`src/rtl/adc_trigger_pkg.sv`:
```
// Shared constants for the ADC trigger sequencer and the comparator core:
// state encodings, configuration widths and the captured-config record.
package adc_trigger_pkg;

    localparam int PRE_W  = 16;
    localparam int EDGE_W = 8;
    localparam int HOLD_W = 16;
    localparam int POST_W = 16;
    localparam int TMO_W  = 24;

    localparam logic [2:0] ST_IDLE    = 3'd0;
    localparam logic [2:0] ST_CLEAR   = 3'd1;
    localparam logic [2:0] ST_PRETRIG = 3'd2;
    localparam logic [2:0] ST_ARMED   = 3'd3;
    localparam logic [2:0] ST_POST    = 3'd4;
    localparam logic [2:0] ST_DONE    = 3'd5;

    typedef struct packed {
        logic [PRE_W-1:0]  pre;
        logic [EDGE_W-1:0] edge_cnt;
        logic [HOLD_W-1:0] holdoff;
        logic [POST_W-1:0] post;
        logic [TMO_W-1:0]  timeout;
    } trig_cfg_t;

    // A zero edge count still needs one event to trigger.
    function automatic logic [EDGE_W-1:0] eff_edge(input logic [EDGE_W-1:0] n);
        return (n == '0) ? EDGE_W'(1) : n;
    endfunction

endpackage

```
`src/rtl/adc_trigger_sequencer_if.sv`:
```
// Link between the trigger sequencer (master) and the comparator core (slave).
interface adc_trigger_sequencer_if;

    logic comp_sig;
    logic comp_ch_a;
    logic comp_ch_b;
    logic comp_ena;
    logic comp_rst;

    modport master (
        input  comp_sig, comp_ch_a, comp_ch_b,
        output comp_ena, comp_rst
    );

    modport slave (
        output comp_sig, comp_ch_a, comp_ch_b,
        input  comp_ena, comp_rst
    );

endinterface

```
`src/rtl/adc_trigger_holdoff_timer.sv`:
```
// Holdoff down-counter: clear, load, decrement to zero and stop there.
module adc_trigger_holdoff_timer
    import adc_trigger_pkg::*;
(
    input  logic              adc_data_clk,
    input  logic              trig_rst,
    input  logic              clr,
    input  logic              load,
    input  logic [HOLD_W-1:0] load_val,
    output logic              zero
);

    logic [HOLD_W-1:0] cnt;

    always_ff @(posedge adc_data_clk) begin
        if (trig_rst || clr) begin
            cnt <= '0;
        end else if (load) begin
            cnt <= load_val;
        end else if (cnt != '0) begin
            cnt <= cnt - HOLD_W'(1);
        end
    end

    assign zero = (cnt == '0);

endmodule

```
`src/rtl/adc_trigger_sequencer.sv`:
```
// ADC trigger sequencer: clears and arms the comparator, counts qualifying
// edges (with holdoff) or times out, then runs the post-trigger window.
// state: IDLE wait arm | CLEAR comp reset | PRETRIG settle | ARMED count | POST tail | DONE hold
module adc_trigger_sequencer
    import adc_trigger_pkg::*;
(
    input  logic                    adc_data_clk,
    input  logic                    trig_rst,
    input  logic                    arm,
    input  logic                    abort,
    input  logic [PRE_W-1:0]        cfg_pre_samples,
    input  logic [EDGE_W-1:0]       cfg_edge_count,
    input  logic [HOLD_W-1:0]       cfg_holdoff,
    input  logic [POST_W-1:0]       cfg_post_samples,
    input  logic [TMO_W-1:0]        cfg_auto_timeout,
    adc_trigger_sequencer_if.master comp,
    output logic                    trig_out,
    output logic                    trig_auto,
    output logic                    trig_ch_a,
    output logic                    trig_ch_b,
    output logic                    busy,
    output logic                    done,
    output logic [2:0]              dbg_seq_state
);

    logic [2:0]        state;
    trig_cfg_t         cfg_q;
    logic [PRE_W-1:0]  seq_cnt;
    logic [EDGE_W-1:0] evt_cnt;
    logic [TMO_W-1:0]  tmo_cnt;
    logic              prev_sig;
    logic              abort_rst_q;
    logic              hold_zero;
    logic              arm_ok;
    logic              abort_ok;
    logic              in_armed;
    logic              evt_ok;
    logic              evt_hit;
    logic              tmo_hit;
    logic              fire;

    assign arm_ok   = arm && !abort && (state == ST_IDLE || state == ST_DONE);
    assign abort_ok = abort && (state != ST_IDLE);
    assign in_armed = (state == ST_ARMED);
    assign evt_ok   = in_armed && comp.comp_sig && !prev_sig && hold_zero;
    assign evt_hit  = evt_ok && (evt_cnt >= eff_edge(cfg_q.edge_cnt) - EDGE_W'(1));
    assign tmo_hit  = in_armed && (cfg_q.timeout != '0) &&
                      (tmo_cnt == cfg_q.timeout - TMO_W'(1));
    assign fire     = (evt_hit || tmo_hit) && !abort && !trig_rst;

    adc_trigger_holdoff_timer u_holdoff (
        .adc_data_clk (adc_data_clk),
        .trig_rst     (trig_rst),
        .clr          (arm_ok),
        .load         (evt_ok),
        .load_val     (cfg_q.holdoff),
        .zero         (hold_zero)
    );

    always_ff @(posedge adc_data_clk) begin
        if (trig_rst) begin
            state       <= ST_IDLE;
            cfg_q       <= '0;
            seq_cnt     <= '0;
            evt_cnt     <= '0;
            tmo_cnt     <= '0;
            prev_sig    <= 1'b0;
            abort_rst_q <= 1'b0;
            trig_auto   <= 1'b0;
            trig_ch_a   <= 1'b0;
            trig_ch_b   <= 1'b0;
        end else begin
            prev_sig    <= comp.comp_sig;
            abort_rst_q <= abort_ok;
            if (abort_ok) begin
                state <= ST_IDLE;
            end else if (arm_ok) begin
                state     <= ST_CLEAR;
                cfg_q     <= '{cfg_pre_samples, cfg_edge_count, cfg_holdoff,
                               cfg_post_samples, cfg_auto_timeout};
                seq_cnt   <= '0;
                evt_cnt   <= '0;
                tmo_cnt   <= '0;
                trig_auto <= 1'b0;
                trig_ch_a <= 1'b0;
                trig_ch_b <= 1'b0;
            end else begin
                case (state)
                    ST_CLEAR: begin
                        seq_cnt <= '0;
                        state   <= (cfg_q.pre != '0) ? ST_PRETRIG : ST_ARMED;
                    end
                    ST_PRETRIG: begin
                        if (seq_cnt == cfg_q.pre - PRE_W'(1)) begin
                            seq_cnt <= '0;
                            state   <= ST_ARMED;
                        end else begin
                            seq_cnt <= seq_cnt + PRE_W'(1);
                        end
                    end
                    ST_ARMED: begin
                        if (tmo_cnt != '1) tmo_cnt <= tmo_cnt + TMO_W'(1);
                        if (evt_ok && evt_cnt != '1) evt_cnt <= evt_cnt + EDGE_W'(1);
                        // A real edge beats a coincident timeout.
                        if (fire) begin
                            seq_cnt   <= '0;
                            state     <= (cfg_q.post != '0) ? ST_POST : ST_DONE;
                            trig_auto <= !evt_hit;
                            trig_ch_a <= evt_hit && comp.comp_ch_a;
                            trig_ch_b <= evt_hit && comp.comp_ch_b;
                        end
                    end
                    ST_POST: begin
                        if (seq_cnt == cfg_q.post - POST_W'(1)) begin
                            seq_cnt <= '0;
                            state   <= ST_DONE;
                        end else begin
                            seq_cnt <= seq_cnt + POST_W'(1);
                        end
                    end
                    default: ;
                endcase
            end
        end
    end

    assign trig_out      = fire;
    assign comp.comp_ena = in_armed;
    assign comp.comp_rst = trig_rst || (state == ST_CLEAR) || abort_rst_q;
    assign busy          = (state != ST_IDLE) && (state != ST_DONE);
    assign done          = (state == ST_DONE);
    assign dbg_seq_state = state;

endmodule

```
`src/flat_wrapper.sv`:
```
// flat-port wrapper written by rule: the top's interface ports become plain ports
module adc_trigger_sequencer_flat import adc_trigger_pkg::*;
  (adc_data_clk, trig_rst, arm, abort, cfg_pre_samples, cfg_edge_count, cfg_holdoff, cfg_post_samples, cfg_auto_timeout, trig_out, trig_auto, trig_ch_a, trig_ch_b, busy, done, dbg_seq_state, comp_comp_sig, comp_comp_ch_a, comp_comp_ch_b, comp_comp_ena, comp_comp_rst);
  adc_trigger_sequencer_if comp_i ();
  input  logic adc_data_clk;
  input  logic trig_rst;
  input  logic arm;
  input  logic abort;
  input  logic [PRE_W-1:0] cfg_pre_samples;
  input  logic [EDGE_W-1:0] cfg_edge_count;
  input  logic [HOLD_W-1:0] cfg_holdoff;
  input  logic [POST_W-1:0] cfg_post_samples;
  input  logic [TMO_W-1:0] cfg_auto_timeout;
  output logic trig_out;
  output logic trig_auto;
  output logic trig_ch_a;
  output logic trig_ch_b;
  output logic busy;
  output logic done;
  output logic [2:0] dbg_seq_state;
  input wire logic [$bits(comp_i.comp_sig)-1:0] comp_comp_sig;
  input wire logic [$bits(comp_i.comp_ch_a)-1:0] comp_comp_ch_a;
  input wire logic [$bits(comp_i.comp_ch_b)-1:0] comp_comp_ch_b;
  output wire logic [$bits(comp_i.comp_ena)-1:0] comp_comp_ena;
  output wire logic [$bits(comp_i.comp_rst)-1:0] comp_comp_rst;
  assign comp_i.comp_sig = comp_comp_sig;
  assign comp_i.comp_ch_a = comp_comp_ch_a;
  assign comp_i.comp_ch_b = comp_comp_ch_b;
  assign comp_comp_ena = comp_i.comp_ena;
  assign comp_comp_rst = comp_i.comp_rst;
  adc_trigger_sequencer u_core (.adc_data_clk(adc_data_clk), .trig_rst(trig_rst), .arm(arm), .abort(abort), .cfg_pre_samples(cfg_pre_samples), .cfg_edge_count(cfg_edge_count), .cfg_holdoff(cfg_holdoff), .cfg_post_samples(cfg_post_samples), .cfg_auto_timeout(cfg_auto_timeout), .comp(comp_i), .trig_out(trig_out), .trig_auto(trig_auto), .trig_ch_a(trig_ch_a), .trig_ch_b(trig_ch_b), .busy(busy), .done(done), .dbg_seq_state(dbg_seq_state));
endmodule
```
`config.mk`:
```
export PLATFORM = sky130hd
export DESIGN_NAME = adc_trigger_sequencer_flat
export DESIGN_NICKNAME = d
export VERILOG_FILES = /design/src/rtl/adc_trigger_pkg.sv /design/src/rtl/adc_trigger_sequencer_if.sv /design/src/rtl/adc_trigger_holdoff_timer.sv /design/src/rtl/adc_trigger_sequencer.sv /design/src/flat_wrapper.sv
export SDC_FILE = /design/constraint.sdc
export NUM_CORES = 1
export LEC_CHECK = 0
export CORE_ASPECT_RATIO = 1.2
export CORE_MARGIN = 5
export CORE_UTILIZATION = 25
export DETAILED_ROUTE_END_ITERATION = 6
export GPL_TIMING_DRIVEN = 1
export MAX_ROUTING_LAYER = met4
export PLACE_DENSITY = 0.42
export SLEW_MARGIN = 15
export SYNTH_ARGS = -nofsm -noshare
export SYNTH_HDL_FRONTEND = slang
export SYNTH_SLANG_ARGS = --single-unit
```
`constraint.sdc`:
```
create_clock -name adc_data_clk -period 4.1 [get_ports adc_data_clk]
set_clock_uncertainty 0.15 [all_clocks]
set_input_delay 0.82 -clock adc_data_clk [delete_from_list [all_inputs] [get_ports adc_data_clk]]
set_output_delay 0.82 -clock adc_data_clk [all_outputs]
set_load 0.03 [all_outputs]
```
* After elaboration in Yosys (flattened, before gate mapping)
Index checks and enable logic that the tools add are counted.
** Word-level totals
- Flip-flop bits (word level) :: 152
- Logic and storage cells :: 121
- Input bits :: 87
- Output and inout port bits :: 11
** Cells by class
- Bitwise operators :: 1
- $add $sub $neg :: 8
- Order comparisons :: 1
- Mux-type cells :: 30
- Equality and inequality tests :: 17
- Reductions and logical operators :: 48
** Operators by type and width (number)
- $mux W16 :: 6
- $mux W24 :: 3
- $pmux W16 S4 :: 1
- $reduce_bool A16 Y1 :: 3
- $sub A16 B1 Y16 const B :: 3
- $eq A16 B16 Y1 :: 2
- $mux W8 :: 4
- $add A24 B1 Y24 const B :: 1
- $eq A24 B24 Y1 :: 1
- $ne A24 B24 Y1 const B :: 1
- $reduce_bool A24 Y1 :: 1
- $sub A24 B1 Y24 const B :: 1
- $add A16 B1 Y16 const B :: 1
- $logic_not A16 Y1 :: 1
- $logic_and A1 B1 Y1 :: 15
- $mux W1 :: 12
- $pmux W3 S4 :: 1
- $reduce_and A3 Y1 :: 4
- $reduce_bool A2 Y1 :: 5
- $mux W3 :: 3
- $add A8 B1 Y8 const B :: 1
- $ge A8 B8 Y1 :: 1
- $logic_not A8 Y1 :: 1
- $ne A8 B8 Y1 const B :: 1
- 19 further kinds :: 32

* Depth between registers and ports, before layout
Gate-level depths: netlist of run 1.
- Depth in word-level cells :: 11
- Depth in mapped cells :: 15
- Mapped depth without buffers :: 14

* By module
Synthesis of run 1 repeated with hierarchy kept, for this count alone.
** Second synthesis, totals
- Cells, all modules :: 1138
- Area, all modules :: 8886.0 um^2
** Modules (own cells, without submodules)
- adc_trigger_sequencer :: area each 7983.9 um^2, times used 1, seq. area each 2722.6 um^2, cells each 1028
- adc_trigger_holdoff_timer :: area each 902.1 um^2, times used 1, seq. area each 320.3 um^2, cells each 110

* Worst setup path before layout of run 1
Ideal clock, no wire load.
- Kind :: register -> output
- Start :: register u_core.cfg_q[0] (netlist bit)
- End :: output port trig_out
- Arrival time :: 2.804 ns
- Buffers on the path :: 0
- Path slack :: 0.326 ns
- Stages on the path, launching flop included :: 11
- Data required time :: 3.130 ns
- Path through :: dfxtp_1 > inv_1 > ha_1 > or4b_1 > or3_1 > a21oi_1 > a21oi_1 > or4_4 > a2111oi_4 > o21ai_1 > inv_1
** On the way
- Word-level cells in the longest chain between the ends :: 6
- Elaborated cells on any way between the ends :: 8
- Those cells by class :: 1 x add/sub; 1 x eq/ne; 6 x reduce/logical
** Ends and longest elaborated chain
- start: declaration :: RTL line adc_trigger_sequencer.sv:27 : trig_cfg_t cfg_q;
- start signal: assignment :: RTL line adc_trigger_sequencer.sv:79 : cfg_q <= '{cfg_pre_samples, cfg_edge_count, cfg_holdoff,
- $sub A24 B1 Y24 or $reduce_bool A24 Y1 (tied branches) :: RTL line adc_trigger_sequencer.sv:48, adc_trigger_sequencer.sv:47
- $eq A24 B24 Y1 or $logic_and A1 B1 Y1 (tied branches) :: RTL line adc_trigger_sequencer.sv:48, adc_trigger_sequencer.sv:47
- $logic_and A1 B1 Y1 * :: RTL line adc_trigger_sequencer.sv:47 : assign tmo_hit = in_armed && (cfg_q.timeout != '0) &&
- $logic_or A1 B1 Y1 * :: RTL line adc_trigger_sequencer.sv:49 : assign fire = (evt_hit || tmo_hit) && !abort && !trig_rst;
- $logic_and A1 B1 Y1 * (2 in series) :: RTL line adc_trigger_sequencer.sv:49
- end: declaration :: RTL line flat_wrapper.sv:14 : output logic trig_out;
Every way passes the cells marked *; elsewhere a longest branch is shown, timed or not.

* Worst setup path in the final report of run 1
- Start :: register u_core.cfg_q[15] (netlist bit)
- End :: output port trig_out
Same word-level chain as after synthesis.

==> results.cfg, run 1 <==
[outcome]
status = finished, final reports clean

[final_layout]
instances_no_fill = 1653
antenna_cells = 0
finalNetCount = 1295
area_growth_pct = 25.7
nFillCells = 3610
drive_gt1_frac = 0.0881

[worst_setup_path]
worstSetupStartpoint = u_core.cfg_q[15]
path_max_fanout = 5
critPathCaptureType = primary output
crit_end = trig_out
required_ns = 3.13
r2r_end = u_core.seq_cnt[1]
rr_startpoint = u_core.cfg_q[15]
reg2reg_slack_ns = 0.50
critPathKind = reg -> out
critPathArrivalTime_ns = 3.11
start_kind = register
ff2ff_path_depth = 12

[sta]
period_needed_ns = 4.08
hold_violations = 0
slew_violations = 0
relSlewSlack = 0.431
max_freq_ghz = 0.245
fin_tns_setup_ns = 0
setup_violations = 0
min_period_over_period = 0.996
rsz0062_at_grt = yes
tightestPinTransition_ns = 0.853
worst_slack_ns = 0.0178

[global_route]
track_usage = 0.137
grt_first_pass_wirelength_mm = 40.2
grt_overflow_total = 0
antenna_found_initial = 0
grt_pass1_vias = 7655
grt_max_degree = 82

[floorplanning]
die_w_um = 178
design.core.area_sq_um = 33300
die-area_sq_um = 37700
die_h_um = 212
ioPinCount = 98
initial_core_util = 0.254
row_count = 73

[clock_network]
clkLatencyLatePin_ns = 0.44
cts_made_buffers = 17
root_buffer = clkbuf_16
clk_path_buf_depth = 2
clkSlewWorstSetupHoldPaths_ns = 0.07
tritoncts = built
htreeDepth = 4
clock_sinks = 152

[pwr]
powerDensity_nw_per_um2 = 406
p_leak_uw = 0.00366
irDropWorstVdd_v = 0.000274

[route]
vias_per_cell = 4.72
via_count = 7804
drc = 0
routed_wl_mm = 24.8
first_pass_iters = 5
drt_iter0_markers = 376
drtAntennaViolNets = 0
wire_per_inst_um = 15.0

[logic_synthesis]
synthCells = 1117
synth-edff-count = 0
postSynthAreaPerCell_sq_um = 7.59
synth_area_sq_um = 8480
async_flop_share = 0
yosys_warnings = 0
ys_ff_latch = 152
yosys_most_used_dff = dfxtp_1
synth_fp_nets = 1222
ys_seq_area_frac = 0.359
synth_cell_types = 62

[worst_hold_path]
holdPathStages = 2
holdCritPathClass = reg -> reg

[job]
drv_cap = 0

[placement]
place_congestion = 0.827
placed_cells = 1619
dp_slack_ns = 0.229
place_hpwl_mm = 18.1
io_buffer_count = 97
[report_power, final]
group	total (uW)	internal, uW	leakage, uW	switching, uW
Sequential	1670	1570	0.00124	104
Clock	1530	856	0.000262	679
Combinational	1120	516	0.00216	606
[per-layer routing]
layer | share of wire | wire [um] | global-route usage
met5 | 0 | 0 | -
met4 | 0.011 | 265 | 0.0331
met3 | 0.033 | 816 | 0.0243
met2 | 0.45 | 11300 | 0.216
met1 | 0.50 | 12500 | 0.182
[flip-flops by register name, indices dropped and copies added, names as in the netlist]
signal                flops
u_core.abort_rst_q        1
u_core.u_holdoff.cnt     16
u_core.prev_sig           1
u_core.cfg_q             80
u_core.seq_cnt           16
u_core.trig_ch_b          1
u_core.trig_auto          1
u_core.dbg_seq_state      3
u_core.tmo_cnt           24
u_core.trig_ch_a          1
u_core.evt_cnt            8
[cells in the mapped netlist (18+ instances only)]
cell      instances  area share
nand2_1         220       0.097
dfxtp_1         152        0.36
a21oi_1         121       0.071
nor2_1           85       0.038
clkbuf_1         68       0.030
xnor2_1          67       0.069
xor2_1           44       0.045
nand3_1          37       0.022
nor3_1           34       0.020
inv_1            26       0.012
o21ai_0          22       0.013
a31oi_1          19       0.014
ha_1             18       0.027
nor4_1           18       0.013
[worst min path at each step]
stage | slack (ns) | start | end
after CTS | 0.31 | u_core.cfg_q[51] | u_core.cfg_q[51]
after global routing | 0.33 | u_core.cfg_q[47] | u_core.cfg_q[47]
after floorplan | 0.29 | u_core.cfg_q[56] | u_core.cfg_q[56]
final | 0.31 | u_core.cfg_q[43] | u_core.cfg_q[43]
after global placement | 0.30 | u_core.cfg_q[63] | u_core.cfg_q[63]
after detailed placement | 0.30 | u_core.cfg_q[51] | u_core.cfg_q[51]
[through the flow]
step	power, uW	hold WS, ns	util	instance area (sq um)
after global routing	4600	0.328	0.320	10700
after global placement	2810	0.299	0.300	9990
after CTS	4390	0.308	0.318	10600
after detailed placement	2820	0.299	0.300	9990
final	4330	0.309	0.320	10700
after floorplan	2490	0.286	-	8480
[layout by cell type (no fill, tap or decap), types with 15 or more instances in the layout]
| cell | instances |
|---|---|
| ha_1 | 16 |
| xor2_1 | 44 |
| nor2_1 | 85 |
| nand2_1 | 220 |
| or3_1 | 17 |
| clkdlybuf4s50_1 | 95 |
| o21ai_0 | 21 |
| a21oi_1 | 121 |
| inv_1 | 23 |
| nor3_1 | 32 |
| buf_4 | 28 |
| dfxtp_1 | 148 |
| nand4_1 | 15 |
| xnor2_1 | 67 |
| a31oi_1 | 18 |
| nand3_1 | 36 |
| clkbuf_16 | 17 |
[worst max-delay path: stages (launching register included)]
cell	delay, ns
dfxtp_2	0.35
or4_4	0.56
or3_4	0.36
nor3_2	0.18
xnor2_1	0.08
or4_4	0.55
a2111oi_4	0.26
o21ai_2	0.12
inv_2	0.11
buf_12	0.12
[cells by family (layout without fill, tap and decap cells)]
logic type                 Yosys count  after routing  share of synthesized area
and+or+nand+nor                    506            506                      0.283
AOI/OAI and AO/OA                  219            219                      0.156
DFF                                152            152                      0.359
xor gates and xnor gates           111            111                      0.115
buffers and inverters               97            183                     0.0432
adders and majority gates           18             18                     0.0266
muxes                               14             14                     0.0171
[timing repair]
item                                    CTS  global route
endpoints found under the setup margin    1             1
gates cloned                              0             0
hold buffers                              0             0
resized for setup                        13            11
setup buffers                             2             0
pin swaps                                 5             3
hold endpoints to repair                  0             0
[final cells by class]
cell class,count,area [sq um],share of cell area
repair buffers,125,1200,0.113
multi-input cells,868,5180,0.486
inverters,26,100,0.00939
clock inverters,13,121,0.0114
flip-flops and latches,152,3050,0.286
well taps,450,563,0.0528
clock buffers,19,443,0.0416
(Power assumes the default switching activity.)
==> inputs of run 2 (changes only) <==
Settings changed: SLEW_MARGIN 15 to 20.
==> results of run 2 <==
No change in the layout: final DEF, timing and power equal those of run 1.
==> inputs of run 3 (changes only) <==
Settings changed: CTS_BUF_LIST from default to sky130_fd_sc_hd__clkbuf_8.
==> run 3 against run 2 <==
  * Maximum frequency rose by 0.22%
  * Total power shrank 9.2%
  * Sequential power barely moved
  * Clock power is 27% lower
  * Design area fell by 1.1%
  * Utilization shrank 0.35 points
  * Worst setup slack improved by 0.0088 ns
==> results.cfg, run 3 (synthesis gave the netlist of run 1 again) <==
[global_route]
grt_overflow_total = 0
grt_pass1_vias = 7705
track_usage = 0.136
grt_first_pass_wirelength_mm = 40.3
antenna_found_initial = 0
grt_max_degree = 82

[final_layout]
largest_reg_flops = 80
nFillCells = 3630
reg.largest.list = u_core.cfg_q x80, u_core.tmo_cnt x24
top_register = u_core.cfg_q
layout_commonest_cell = nand2_1
multiInputGateArea_sq_um = 5210
register_area_sq_um = 3060
drive_gt1_frac = 0.0952
antenna_cells = 0
finalNetCount = 1300
area_growth_pct = 24.3
design_area_sq_um = 10500
final_cell_mix = nand2_1, dfxtp_1, a21oi_1, clkdlybuf4s50_1, nor2_1

[floorplanning]
row_count = 73
initial_core_util = 0.254
die-area_sq_um = 37700
die_w_um = 178
die_h_um = 212
design.core.area_sq_um = 33300
ioPinCount = 98

[outcome]
status = finished, final reports clean

[worst_setup_path]
cpPeakStageDelay_ns = 0.38
required_ns = 3.13
critical-path-top-delay-family = compound AO/OA/AOI/OAI gates
critPathBufInv = 2
reg2reg_slack_ns = 0.51
path_max_fanout = 5
start_kind = register
rr_startpoint = u_core.cfg_q[24]
ff2ff_path_depth = 11
crit_slowest_cell = dfxtp_4
r2r_end = u_core.dbg_seq_state[0]
critPathCaptureType = primary output
worstSetupStartpoint = u_core.cfg_q[60]
cp_cell_sequence = nor4_4 > a31oi_4 > ha_2 > nand2b_1 > nor2_1 > xnor2_1 > ha_1 > a21o_1 > a211oi_2 > o21ai_1 > o2111a_2 > o21ai_2 > inv_2 > buf_12
critPathKind = reg -> out
critPathArrivalTime_ns = 3.10

[route]
drtAntennaViolNets = 0
dr_wl_met3_um = 818
vias_per_cell = 4.72
via_count = 7833
wl_met1_mm = 12.5
wire_per_inst_um = 15.0
topRoutingLayerUsed = met4
drt_iter0_markers = 373
drc = 0
first_pass_iters = 5
met2WireLength_mm = 11.4
routed_wl_mm = 24.8

[placement]
dp_slack_ns = 0.229
place_congestion = 0.827
place_hpwl_mm = 18.1
io_buffer_count = 97
placed_cell_area_sq_um = 9990

[pwr]
irDropWorstVdd_v = 0.000163
p_leak_uw = 0.00361
powerDensity_nw_per_um2 = 373

[clock_network]
clk_path_buf_depth = 2
hold_buffers = 0
clock_sinks = 152
clkLatencyLatePin_ns = 0.47
cts_made_buffers = 17
clkSlewWorstSetupHoldPaths_ns = 0.09
root_buffer = clkbuf_8
tritoncts = built
htreeDepth = 4

[worst_hold_path]
min_to = u_core.cfg_q[43]
min_from = u_core.cfg_q[43]
holdPathStages = 2
holdCritPathClass = reg -> reg

[sta]
holdWs_ns = 0.313
min_period_over_period = 0.994
setup_violations = 0
worst_slack_ns = 0.0265
relSlewSlack = 0.439
rsz0062_at_grt = yes
tightestPinTransition_ns = 0.842
max_freq_ghz = 0.245
hold_violations = 0
period_needed_ns = 4.07
slew_violations = 0

[job]
drv_cap = 0
## run 3: cell count changes in the layout (fill, tap and decap cells not counted), moves of 2 or more
cell	delta
clkbuf_16	-17
clkbuf_8	+17
buf_4	+5
dfxtp_1	-2
dfxtp_4	+2
nor4_2	-2
nor4_4	+2
## run 3: what timing repair did
| item | 4_1_cts | 5_1_grt |
|---|---|---|
| setup buffers | 3 | 4 |
| resized for setup | 13 | 19 |
| pin swaps | 6 | 9 |
| cloned | 0 | 0 |
| endpoints found under the setup margin | 1 | 1 |
## run 3: power by group
part,internal (uW),switching (uW)
Sequential,1570,105
Combinational,529,611
Clock,498,621
Total,2590,1340
## run 3: area by class of cell
cell class | instances | share of cell area
clock buffers | 18 | 0.0235
clock inverters | 14 | 0.0119
inverters | 26 | 0.00926
multi-input cells | 868 | 0.494
flip-flops and latches | 152 | 0.290
well taps | 450 | 0.0534
repair buffers | 130 | 0.118
## run 3: worst max-delay path by stage
stage,endpoint,slack [ns],cells past startpoint
after detailed placement,trig_out,0.23,11
after floorplan,trig_out,0.33,10
after CTS,trig_out,-0.16,11
after global routing,trig_out,-0.16,14
final,trig_out,0.03,14
after global placement,trig_out,0.26,11
## run 3: worst register-to-register path, stage by stage, from the launching register on
cell,delay (ns)
dfxtp_1,0.36
inv_1,0.10
ha_1,0.19
or3b_2,0.54
or3_1,0.38
nor3_1,0.24
xnor2_1,0.11
o41ai_1,0.34
o221a_2,0.28
nand2_1,0.32
o21a_1,0.30
nor4_1,0.21
## run 3: through the flow
step                instances  power, uW  TNS, ns   util
finish                   1658       3930        0  0.316
global route             1658       4210   -0.158  0.316
CTS                      1654       3980   -0.163  0.313
global placement         1619       2810        0  0.300
floorplan                1117       2490        0      -
detailed placement       1619       2820        0  0.300
## run 3: routing by layer
layer / up-vias / global-route usage
met5: - / -
met4: 0 / 0.0307
met3: 9 / 0.0238
met2: 106 / 0.217
met1: 3690 / 0.181
li1: 4028 / -
